## config.mk

```make
export PLATFORM = sky130hd
export DESIGN_NAME = qdrc_arbiter
export DESIGN_NICKNAME = d
export VERILOG_FILES = /design/src/rtl/qdrc_arb_pkg.sv /design/src/rtl/qdrc_arb_tag_pipe.sv /design/src/rtl/qdrc_arbiter.sv
export SDC_FILE = /design/constraint.sdc
export NUM_CORES = 1
export LEC_CHECK = 0
export ABC_AREA = 0
export BUFFER_PORTS_ARGS = -buffer_cell sky130_fd_sc_hd__buf_2
export CAP_MARGIN = 20
export CORE_AREA = 2 2 197 199
export DETAILED_ROUTE_END_ITERATION = 12
export DIE_AREA = 0 0 199 201
export GPL_TIMING_DRIVEN = 0
export PLACE_DENSITY_LB_ADDON = 0.3
export SLEW_MARGIN = 20
export SYNTH_ARGS = -nofsm -noshare
export SYNTH_HDL_FRONTEND = slang
export SYNTH_HIERARCHICAL = 1
export SYNTH_SLANG_ARGS = --single-unit
```

## constraint.sdc

```tcl
create_clock -name clk -period 1.6 [get_ports clk]
set_input_delay 0.08 -clock clk [delete_from_list [all_inputs] [get_ports clk]]
set_output_delay 0.08 -clock clk [all_outputs]
set_load 0.01 [all_outputs]
```

## src/rtl/qdrc_arb_pkg.sv

```systemverilog
`default_nettype none
// ============================================================================
// Module      : qdrc_arb_pkg
// Description : Shared types and constants for the two-port QDR controller
//               arbiter: requester id, read-tag record, default read latency.
// Revision    : 1.0  initial release
// ============================================================================
package qdrc_arb_pkg;

    // Fixed controller read latency, strobe to usr_rd_dvld; the controller
    // top uses the same constant so both sides stay matched.
    localparam int c_default_rd_latency = 10;

    // Requester identifier (two ports).
    typedef logic [0:0] port_id_t;

    // One slot of the outstanding-read tracker.
    typedef struct packed {
        logic     valid;
        port_id_t id;
    } tag_t;

    localparam tag_t c_tag_empty = '{valid: 1'b0, id: 1'b0};

endpackage : qdrc_arb_pkg
`default_nettype wire

```

## src/rtl/qdrc_arb_tag_pipe.sv

```systemverilog
`default_nettype none
// ============================================================================
// Module      : qdrc_arb_tag_pipe
// Description : DEPTH-stage shift register of read tags. A tag pushed in the
//               cycle a read strobe is presented reaches the tail exactly
//               DEPTH cycles later, in line with the returned read data.
// Revision    : 1.0  initial release
// ============================================================================
module qdrc_arb_tag_pipe
    import qdrc_arb_pkg::*;
#(
    parameter int DEPTH = c_default_rd_latency
) (
    input  logic clk,
    input  logic reset,
    input  tag_t push_i,
    output tag_t tail_o
);

    tag_t pipe_q [DEPTH];

    // Shift one stage per cycle; reset drops every outstanding tag.
    always_ff @(posedge clk) begin
        if (reset) begin
            for (int i = 0; i < DEPTH; i++) begin
                pipe_q[i] <= c_tag_empty;
            end
        end else begin
            pipe_q[0] <= push_i;
            for (int i = 1; i < DEPTH; i++) begin
                pipe_q[i] <= pipe_q[i-1];
            end
        end
    end

    assign tail_o = pipe_q[DEPTH-1];

endmodule : qdrc_arb_tag_pipe
`default_nettype wire

```

## src/rtl/qdrc_arbiter.sv

```systemverilog
`default_nettype none
// ============================================================================
// Module      : qdrc_arbiter
// Description : Round-robin arbiter sharing one QDR controller user interface
//               between two requesters. Grants are combinational acks, the
//               granted operation is registered onto the controller bus for
//               one cycle, and read data is steered back by a tag pipe that
//               matches the controller's fixed read latency.
// Revision    : 1.0  initial release
// ============================================================================
module qdrc_arbiter
    import qdrc_arb_pkg::*;
#(
    parameter int DATA_WIDTH = 36,
    parameter int ADDR_WIDTH = 21,
    parameter int RD_LATENCY = c_default_rd_latency
) (
    input  logic                    clk,
    input  logic                    reset,
    // Port 0
    input  logic                    p0_rd_strb,
    input  logic                    p0_wr_strb,
    input  logic [ADDR_WIDTH-1:0]   p0_addr,
    input  logic [2*DATA_WIDTH-1:0] p0_wr_data,
    output logic                    p0_ack,
    output logic [2*DATA_WIDTH-1:0] p0_rd_data,
    output logic                    p0_rd_dvld,
    // Port 1
    input  logic                    p1_rd_strb,
    input  logic                    p1_wr_strb,
    input  logic [ADDR_WIDTH-1:0]   p1_addr,
    input  logic [2*DATA_WIDTH-1:0] p1_wr_data,
    output logic                    p1_ack,
    output logic [2*DATA_WIDTH-1:0] p1_rd_data,
    output logic                    p1_rd_dvld,
    // Controller side
    input  logic                    phy_rdy,
    output logic                    qdr_rd_strb,
    output logic                    qdr_wr_strb,
    output logic [ADDR_WIDTH-1:0]   qdr_addr,
    output logic [2*DATA_WIDTH-1:0] qdr_wr_data,
    input  logic [2*DATA_WIDTH-1:0] qdr_rd_data,
    input  logic                    qdr_rd_dvld,
    // Sticky diagnostics
    output logic                    proto_err,
    output logic                    tag_err
);

    localparam int c_udw = 2 * DATA_WIDTH;

    // ------------------------------------------------------------------
    // Registered state
    // ------------------------------------------------------------------
    port_id_t              last_grant_q;
    port_id_t              issue_id_q;
    logic                  qdr_rd_strb_q;
    logic                  qdr_wr_strb_q;
    logic [ADDR_WIDTH-1:0] qdr_addr_q;
    logic [c_udw-1:0]      qdr_wr_data_q;
    logic [c_udw-1:0]      p0_rd_data_q;
    logic [c_udw-1:0]      p1_rd_data_q;
    logic                  p0_rd_dvld_q;
    logic                  p1_rd_dvld_q;
    logic                  proto_err_q;
    logic                  proto_err_d;
    logic                  tag_err_q;
    logic                  tag_err_d;

    // ------------------------------------------------------------------
    // Combinational grant path
    // ------------------------------------------------------------------
    logic                  w_req0;
    logic                  w_req1;
    logic                  w_gnt_vld;
    port_id_t              w_gnt_id;
    logic                  w_gnt_rd;
    logic                  w_gnt_wr;
    logic [ADDR_WIDTH-1:0] w_gnt_addr;
    logic [c_udw-1:0]      w_gnt_wdata;
    tag_t                  w_push;
    tag_t                  w_tail;

    assign w_req0 = p0_rd_strb | p0_wr_strb;
    assign w_req1 = p1_rd_strb | p1_wr_strb;

    // Round-robin pick: a lone requester wins, contention goes to the port
    // that did not win last; nothing is granted while the PHY is not ready.
    always_comb begin
        w_gnt_vld = 1'b0;
        w_gnt_id  = 1'b0;
        if (phy_rdy && !reset) begin
            if (w_req0 && w_req1) begin
                w_gnt_vld = 1'b1;
                w_gnt_id  = ~last_grant_q;
            end else if (w_req0) begin
                w_gnt_vld = 1'b1;
                w_gnt_id  = 1'b0;
            end else if (w_req1) begin
                w_gnt_vld = 1'b1;
                w_gnt_id  = 1'b1;
            end
        end
    end

    // Select the winning port's operation; a read takes priority over a
    // write asserted on the same port, and that write is dropped.
    always_comb begin
        if (w_gnt_id == 1'b0) begin
            w_gnt_rd    = p0_rd_strb;
            w_gnt_wr    = p0_wr_strb & ~p0_rd_strb;
            w_gnt_addr  = p0_addr;
            w_gnt_wdata = p0_wr_data;
        end else begin
            w_gnt_rd    = p1_rd_strb;
            w_gnt_wr    = p1_wr_strb & ~p1_rd_strb;
            w_gnt_addr  = p1_addr;
            w_gnt_wdata = p1_wr_data;
        end
    end

    assign p0_ack = w_gnt_vld & (w_gnt_id == 1'b0);
    assign p1_ack = w_gnt_vld & (w_gnt_id == 1'b1);

    // Register the granted operation onto the controller bus for one cycle;
    // address and write data hold between issues.
    always_ff @(posedge clk) begin
        if (reset) begin
            last_grant_q  <= 1'b1;
            issue_id_q    <= 1'b0;
            qdr_rd_strb_q <= 1'b0;
            qdr_wr_strb_q <= 1'b0;
            qdr_addr_q    <= '0;
            qdr_wr_data_q <= '0;
        end else begin
            qdr_rd_strb_q <= w_gnt_vld & w_gnt_rd;
            qdr_wr_strb_q <= w_gnt_vld & w_gnt_wr;
            if (w_gnt_vld) begin
                last_grant_q <= w_gnt_id;
                issue_id_q   <= w_gnt_id;
                qdr_addr_q   <= w_gnt_addr;
            end
            if (w_gnt_vld && w_gnt_wr) begin
                qdr_wr_data_q <= w_gnt_wdata;
            end
        end
    end

    // ------------------------------------------------------------------
    // Outstanding-read tracking
    // ------------------------------------------------------------------
    // A tag enters the pipe in the same cycle the read strobe is driven.
    always_comb begin
        w_push.valid = qdr_rd_strb_q;
        w_push.id    = issue_id_q;
    end

    qdrc_arb_tag_pipe #(
        .DEPTH (RD_LATENCY)
    ) u_tag_pipe (
        .clk    (clk),
        .reset  (reset),
        .push_i (w_push),
        .tail_o (w_tail)
    );

    // Sticky error next-state: dual strobes on a port, or return/tag skew.
    always_comb begin
        proto_err_d = proto_err_q | (p0_rd_strb & p0_wr_strb)
                                  | (p1_rd_strb & p1_wr_strb);
        tag_err_d   = tag_err_q | (qdr_rd_dvld ^ w_tail.valid);
    end

    // Steer returned data to the port named by the tail tag; untagged or
    // missing returns produce no dvld.
    always_ff @(posedge clk) begin
        if (reset) begin
            p0_rd_data_q <= '0;
            p1_rd_data_q <= '0;
            p0_rd_dvld_q <= 1'b0;
            p1_rd_dvld_q <= 1'b0;
            proto_err_q  <= 1'b0;
            tag_err_q    <= 1'b0;
        end else begin
            p0_rd_dvld_q <= 1'b0;
            p1_rd_dvld_q <= 1'b0;
            if (qdr_rd_dvld && w_tail.valid) begin
                if (w_tail.id == 1'b0) begin
                    p0_rd_data_q <= qdr_rd_data;
                    p0_rd_dvld_q <= 1'b1;
                end else begin
                    p1_rd_data_q <= qdr_rd_data;
                    p1_rd_dvld_q <= 1'b1;
                end
            end
            proto_err_q <= proto_err_d;
            tag_err_q   <= tag_err_d;
        end
    end

    assign qdr_rd_strb = qdr_rd_strb_q;
    assign qdr_wr_strb = qdr_wr_strb_q;
    assign qdr_addr    = qdr_addr_q;
    assign qdr_wr_data = qdr_wr_data_q;
    assign p0_rd_data  = p0_rd_data_q;
    assign p1_rd_data  = p1_rd_data_q;
    assign p0_rd_dvld  = p0_rd_dvld_q;
    assign p1_rd_dvld  = p1_rd_dvld_q;
    assign proto_err   = proto_err_q;
    assign tag_err     = tag_err_q;

endmodule : qdrc_arbiter
`default_nettype wire

```

# After elaboration in Yosys (flattened, before gate mapping)
# Memories as Yosys holds them, arrays and structs flattened.
# Cells that the tools add are included.
# word_totals
n_memories	1
inputBits	266
out_inout_bits	245
regBits	245
word_cells	77
ram_bits	20
# memory_table
memory	depth	width	rd	rd_clocked_by_memory_dff	wr	line_no	rtl
u_tag_pipe.pipe_q	10	2	10	0	10	qdrc_arb_tag_pipe.sv:20	tag_t pipe_q [DEPTH];
# classes
bitwise	30
n_reduce_logical	8
mux	26
# op_table
operator	count
$mux 72	1
$mux 21	1
$mux 2	10
$or 1x1->1	15
$mux 1	14
$and 1x1->1	8
$not 1->1	6
$logic_and 1x1->1	4
$reduce_and 2->1	2
$reduce_or 2->1	1
$logic_not 1->1	1
$xor 1x1->1	1

# Depth between registers and ports, before layout
# logic_depth
word_depth	7
mapped_depth	7
ltp_nobuf	4

# Hierarchy
# The synthesis kept the hierarchy.
# modules_own_cells
module	seq_area_each_um2	cells_each	area_each_um2	n_inst
qdrc_arbiter	4904.7	1254	10526.3	1
qdrc_arb_tag_pipe	400.4	44	633.1	1

# Worst setup path after synthesis
# No wires, ideal clock.
# synth_timing
path_type	flip-flop to flip-flop
from	memory u_tag_pipe/pipe_q[0][19] (netlist bit)
to	register p0_rd_data_q[65], in the netlist p0_rd_data[65]
stages_incl_launch_ff	8
arrival_ps	1386
setup_time_ps	71
synth_period_minus_slack_ps	1456
required_time_ps	1529
path_buffers	3
slack_ps	144
path_cell_list	dfxtp_1 -> buf_4 -> ha_1 -> nand2b_1 -> clkbuf_1 -> clkbuf_1 -> nand2_1 -> a21oi_1
# synth_lines
item	line_no	rtl
start: declaration	qdrc_arb_tag_pipe.sv:20	
end signal: assignment	qdrc_arbiter.sv:188	p0_rd_data_q <= qdr_rd_data;
end: declaration	qdrc_arbiter.sv:60	logic [c_udw-1:0] p0_rd_data_q;

# Worst setup path after layout
# layout_timing
from	register last_grant_q
to	output port p0_ack
# layout_between
elab_chain_cells	5
# layout_lines
item	line_no	rtl
start: declaration	qdrc_arbiter.sv:54	port_id_t last_grant_q;
start signal: assignment	qdrc_arbiter.sv:138	last_grant_q <= w_gnt_id;
$not 1->1	qdrc_arbiter.sv:94	w_gnt_id = ~last_grant_q;
$mux 1	qdrc_arbiter.sv:92	if (w_req0 && w_req1) begin
$mux 1	qdrc_arbiter.sv:91	if (phy_rdy && !reset) begin
$not 1->1	qdrc_arbiter.sv:121	assign p0_ack = w_gnt_vld & (w_gnt_id == 1'b0);
$and 1x1->1	qdrc_arbiter.sv:121	
end: declaration	qdrc_arbiter.sv:25	output logic p0_ack,
# No other way between the ends.

==> impl_results.md <==
* Leading register cell type out of synthesis: sky130_fd_sc_hd__dfxtp_1
* Unrepaired setup endpoints after global routing: true
* Data required time of the critical path at 1.52 ns
* Area of the multi-input gates at 5435 sq um
* Vias in the first global route at 12.63k
* Final critical-path setup slack at -0.09893 ns
* Initial antenna violation count at 5
* TritonCTS clock tree: yes
* Worst Skew at 0.01461 ns
* Final setup viols at 2
* Startpoint Class: register
* Maximum clock rate at 0.5886 GHz
* Largest net degree at the start of global routing at 15
* Buffers and inverters on the worst path at 4
* Top Ports at 511
* CP Max Fanout at 8
* Die width at 199 um
* Routability cong. at 0.8695
* Number of cells produced by synthesis at 1,298
* Overall power of the completed layout at 0.01641 W
* PD cells at 918.4 nW/um^2
* Clock network latency to the later pin of the worst-skew pair at 0.56 ns
* Crit path largest cell delay at 0.32 ns
* Leading area contributor after synthesis: sky130_fd_sc_hd__dfxtp_1
* Normalized max-slew margin at 0.4830
* VDD IR max at 0.6242 mV
* Leakage power figure at 7.539 nW
* Number of rows created at floorplan at 72
* Root Buffer: sky130_fd_sc_hd__clkbuf_16
* Total routing usage reported by global routing at 0.2183
* Final period utilization at 1.062
* Final HPWL from detailed placement at 33,270 um
* Share of flip-flops with an asynchronous set or reset at 0
* Number of buffers between clock root and the deepest sink at 3
* Number of inserted filler cells in the final layout at 3,724
* H-tree lvl count at 1
* Top cells by instance count after synthesis: 433 x sky130_fd_sc_hd__nand2_1, 265 x sky130_fd_sc_hd__dfxtp_1, 146 x sky130_fd_sc_hd__a21oi_1
* Hold Path Class: input pin to register
* Pre-antenna DRT Iters at 5
* Core ar. at 38,110 sq um
* Global-route wire length before repair at 68,930 um
* Post-synthesis sequential element count at 265
* Worst Tran Pin Value at 0.7754 ns
* Syn nets at 1,565
* Count of clock tree sinks at 265
* Average wire length per cell after detail routing at 18.05 um
* Critical path type: register to primary output
* Outcome: finished, violations left
* Initial standard-cell utilization of the core at 0.2928
* Share of the core filled with cells at 0.4689
* Number of buffers added by the clock tree synthesis step at 29
* Count of port buffers added during placement at 510
* Post-route ant nets at 0
* Top cell by count, worst path: sky130_fd_sc_hd__buf_6
* Proportion of netlist area held by the largest area contributor at 0.4754
* Cell type group with the largest total delay on the critical path: buffers and inverters
* Synth area leaders: sky130_fd_sc_hd__dfxtp_1 48%, sky130_fd_sc_hd__nand2_1 15%, sky130_fd_sc_hd__mux2_2 7.3%, sky130_fd_sc_hd__a21oi_1 6.5%, sky130_fd_sc_hd__a311oi_2 5.4%
* Die height at 201 um
* Total via count in the routed design at 12.55k
* CTS clk-pin slew, worst paths at 0.07 ns
* Number of enable flip-flop cells after synthesis at 0
* Synthesized cell area at 11,160 sq um
* Yosys Warn Count at 6
* Ordered cell list for the critical path: buf_4, buf_6, o221a_4, buf_8, buf_6
* Area of the die at 40,000 sq um
* Storage cell area at 5306 sq um
* Most frequent cell after synthesis: sky130_fd_sc_hd__nand2_1
* Distinct cell type count after synthesis at 32
* Sort of element at the end of the critical path: primary output
* Violations in the final reports: negative setup slack
* Post-layout minimum cycle time at 1.699 ns
* Synthesized area per cell at 8.597 sq um
* Data arrival, critical path at 1.62 ns
* Global route total overflow at 0
* Setup Total Neg Slack at -0.1976 ns
* Number of maximum-capacitance violations at 0
* Routed Wire Length at 46,780 um
* Share of the yosys chip area belonging to registers at 0.4754
* Synthesis-to-layout area growth at 60.12%
* Number of max-slew violations in the final report at 0
* Final Hold Fails at 0
* Final layout net count at 2,312
* Cell at the slowest stage of the critical path: sky130_fd_sc_hd__dfxtp_2
* Ratio of cells with drive above 1 in the final layout at 0.3897
* Via density per instance at 4.845
* Number of remaining DRC errors at 0
* Iter 0 DRT Violations at 459
[placed cells by master (no fill, tap or decap), types with 3 or more instances in the layout]
cell,Yosys,routed
sky130_fd_sc_hd__buf_2,12,520
sky130_fd_sc_hd__nand2_1,433,432
sky130_fd_sc_hd__dfxtp_1,265,264
sky130_fd_sc_hd__dlygate4sd3_1,0,199
sky130_fd_sc_hd__a21oi_1,146,146
sky130_fd_sc_hd__nor4_1,94,78
sky130_fd_sc_hd__mux2_2,72,72
sky130_fd_sc_hd__clkbuf_1,103,59
sky130_fd_sc_hd__a311oi_2,40,51
sky130_fd_sc_hd__clkbuf_16,0,29
sky130_fd_sc_hd__clkbuf_2,0,28
sky130_fd_sc_hd__a311oi_1,32,21
sky130_fd_sc_hd__inv_1,22,21
sky130_fd_sc_hd__a221o_1,21,21
sky130_fd_sc_hd__nor2b_2,16,17
sky130_fd_sc_hd__buf_4,2,16
sky130_fd_sc_hd__nor4_2,0,16
sky130_fd_sc_hd__buf_6,7,9
sky130_fd_sc_hd__clkbuf_4,0,7
sky130_fd_sc_hd__nor2_1,6,6
sky130_fd_sc_hd__diode_2,0,5
sky130_fd_sc_hd__bufinv_16,0,5
sky130_fd_sc_hd__clkinvlp_4,0,4
sky130_fd_sc_hd__clkbuf_8,0,4
sky130_fd_sc_hd__nor2b_4,4,4
sky130_fd_sc_hd__clkinv_4,0,3
sky130_fd_sc_hd__buf_1,4,3
sky130_fd_sc_hd__buf_12,0,3
sky130_fd_sc_hd__inv_6,0,3
sky130_fd_sc_hd__clkinv_2,0,3
[timing repair]
action | CTS | global route
hold endpoints to repair | 262 | 0
hold buffers | 199 | 0
endpoints found under the setup margin | 219 | 209
setup buffers | 5 | 3
resized for setup | 71 | 73
pin swaps | 1 | 3
cloned | 1 | 1
[per-layer routing]
layer / track usage / share of wire
met1: 0.2448 / 0.39
met2: 0.3802 / 0.49
met3: 0.05393 / 0.080
met4: 0.1127 / 0.045
met5: 0 / 0.00028
[power by group]
part           switching [W]  internal, W  total, W
logic                0.00110      0.00112   0.00222
clock network        0.00294      0.00435   0.00729
registers           0.000125      0.00677   0.00690
[tightest hold or removal path: cells and delay by family]
| family | cells | cell delay [ns] |
|---|---|---|
| buffers and inverters | 1 | 0.08 |
| muxes | 1 | 0.13 |
| AOI/OAI and AO/OA | 1 | 0.22 |
| and+or+nand+nor | 1 | 0.04 |
[cells by family after synthesis]
| family | after synthesis | share of synthesized area |
|---|---|---|
| simple gates | 563 | 0.2245 |
| flops | 265 | 0.4754 |
| compound gates | 246 | 0.1683 |
| buf+inv | 150 | 0.05718 |
| mux | 73 | 0.07355 |
| fa+ha+maj | 1 | 0.001121 |
[registers in the layout, indices dropped and copies added (netlist names)]
signal,count
qdr_wr_strb,1
issue_id_q,1
p1_rd_dvld,1
p0_rd_dvld,1
p0_rd_data,72
p1_rd_data,72
proto_err,1
u_tag_pipe/pipe_q,20
qdr_wr_data,72
tag_err,1
qdr_addr,21
last_grant_q,1
qdr_rd_strb,1
[through the flow]
step / instances / hold WS [ns] / setup WS, ns / cell area (sq um)
2_1_floorplan: 1298 / 0.2160 / 0.1437 / 11160
3_3_place_gp: 2326 / 0.3037 / -0.9459 / 14360
3_5_place_dp: 2326 / 0.3077 / -1.063 / 14360
4_1_cts: 2582 / 0.0009169 / -0.1843 / 17590
5_1_grt: 2589 / 0.02234 / -0.1543 / 17860
6_report: 2591 / 0.02432 / -0.09893 / 17870
[path summary, 6_finish.rpt]
check / start / to / slack, ns / depth (start not counted)
max: last_grant_q / p0_ack / -0.1 / 5
min: p1_wr_data[60] / qdr_wr_data[60] / 0.02 / 4
max reg2reg: last_grant_q / qdr_wr_data[24] / 0.03 / 6
min reg2reg: u_tag_pipe/pipe_q[0][9] / u_tag_pipe/pipe_q[0][11] / 0.44 / 1
[layout make-up]
class / instances / area share
diodes: 5 / 0.0007002
repair buffers: 718 / 0.2603
clock inverters: 17 / 0.01337
flip-flops and latches: 265 / 0.2970
well taps: 518 / 0.03627
multi-input cells: 884 / 0.3042
clock buffers: 37 / 0.04453
inverters: 22 / 0.004902
plain buffers: 125 / 0.03872
(Power assumes the default switching activity.)
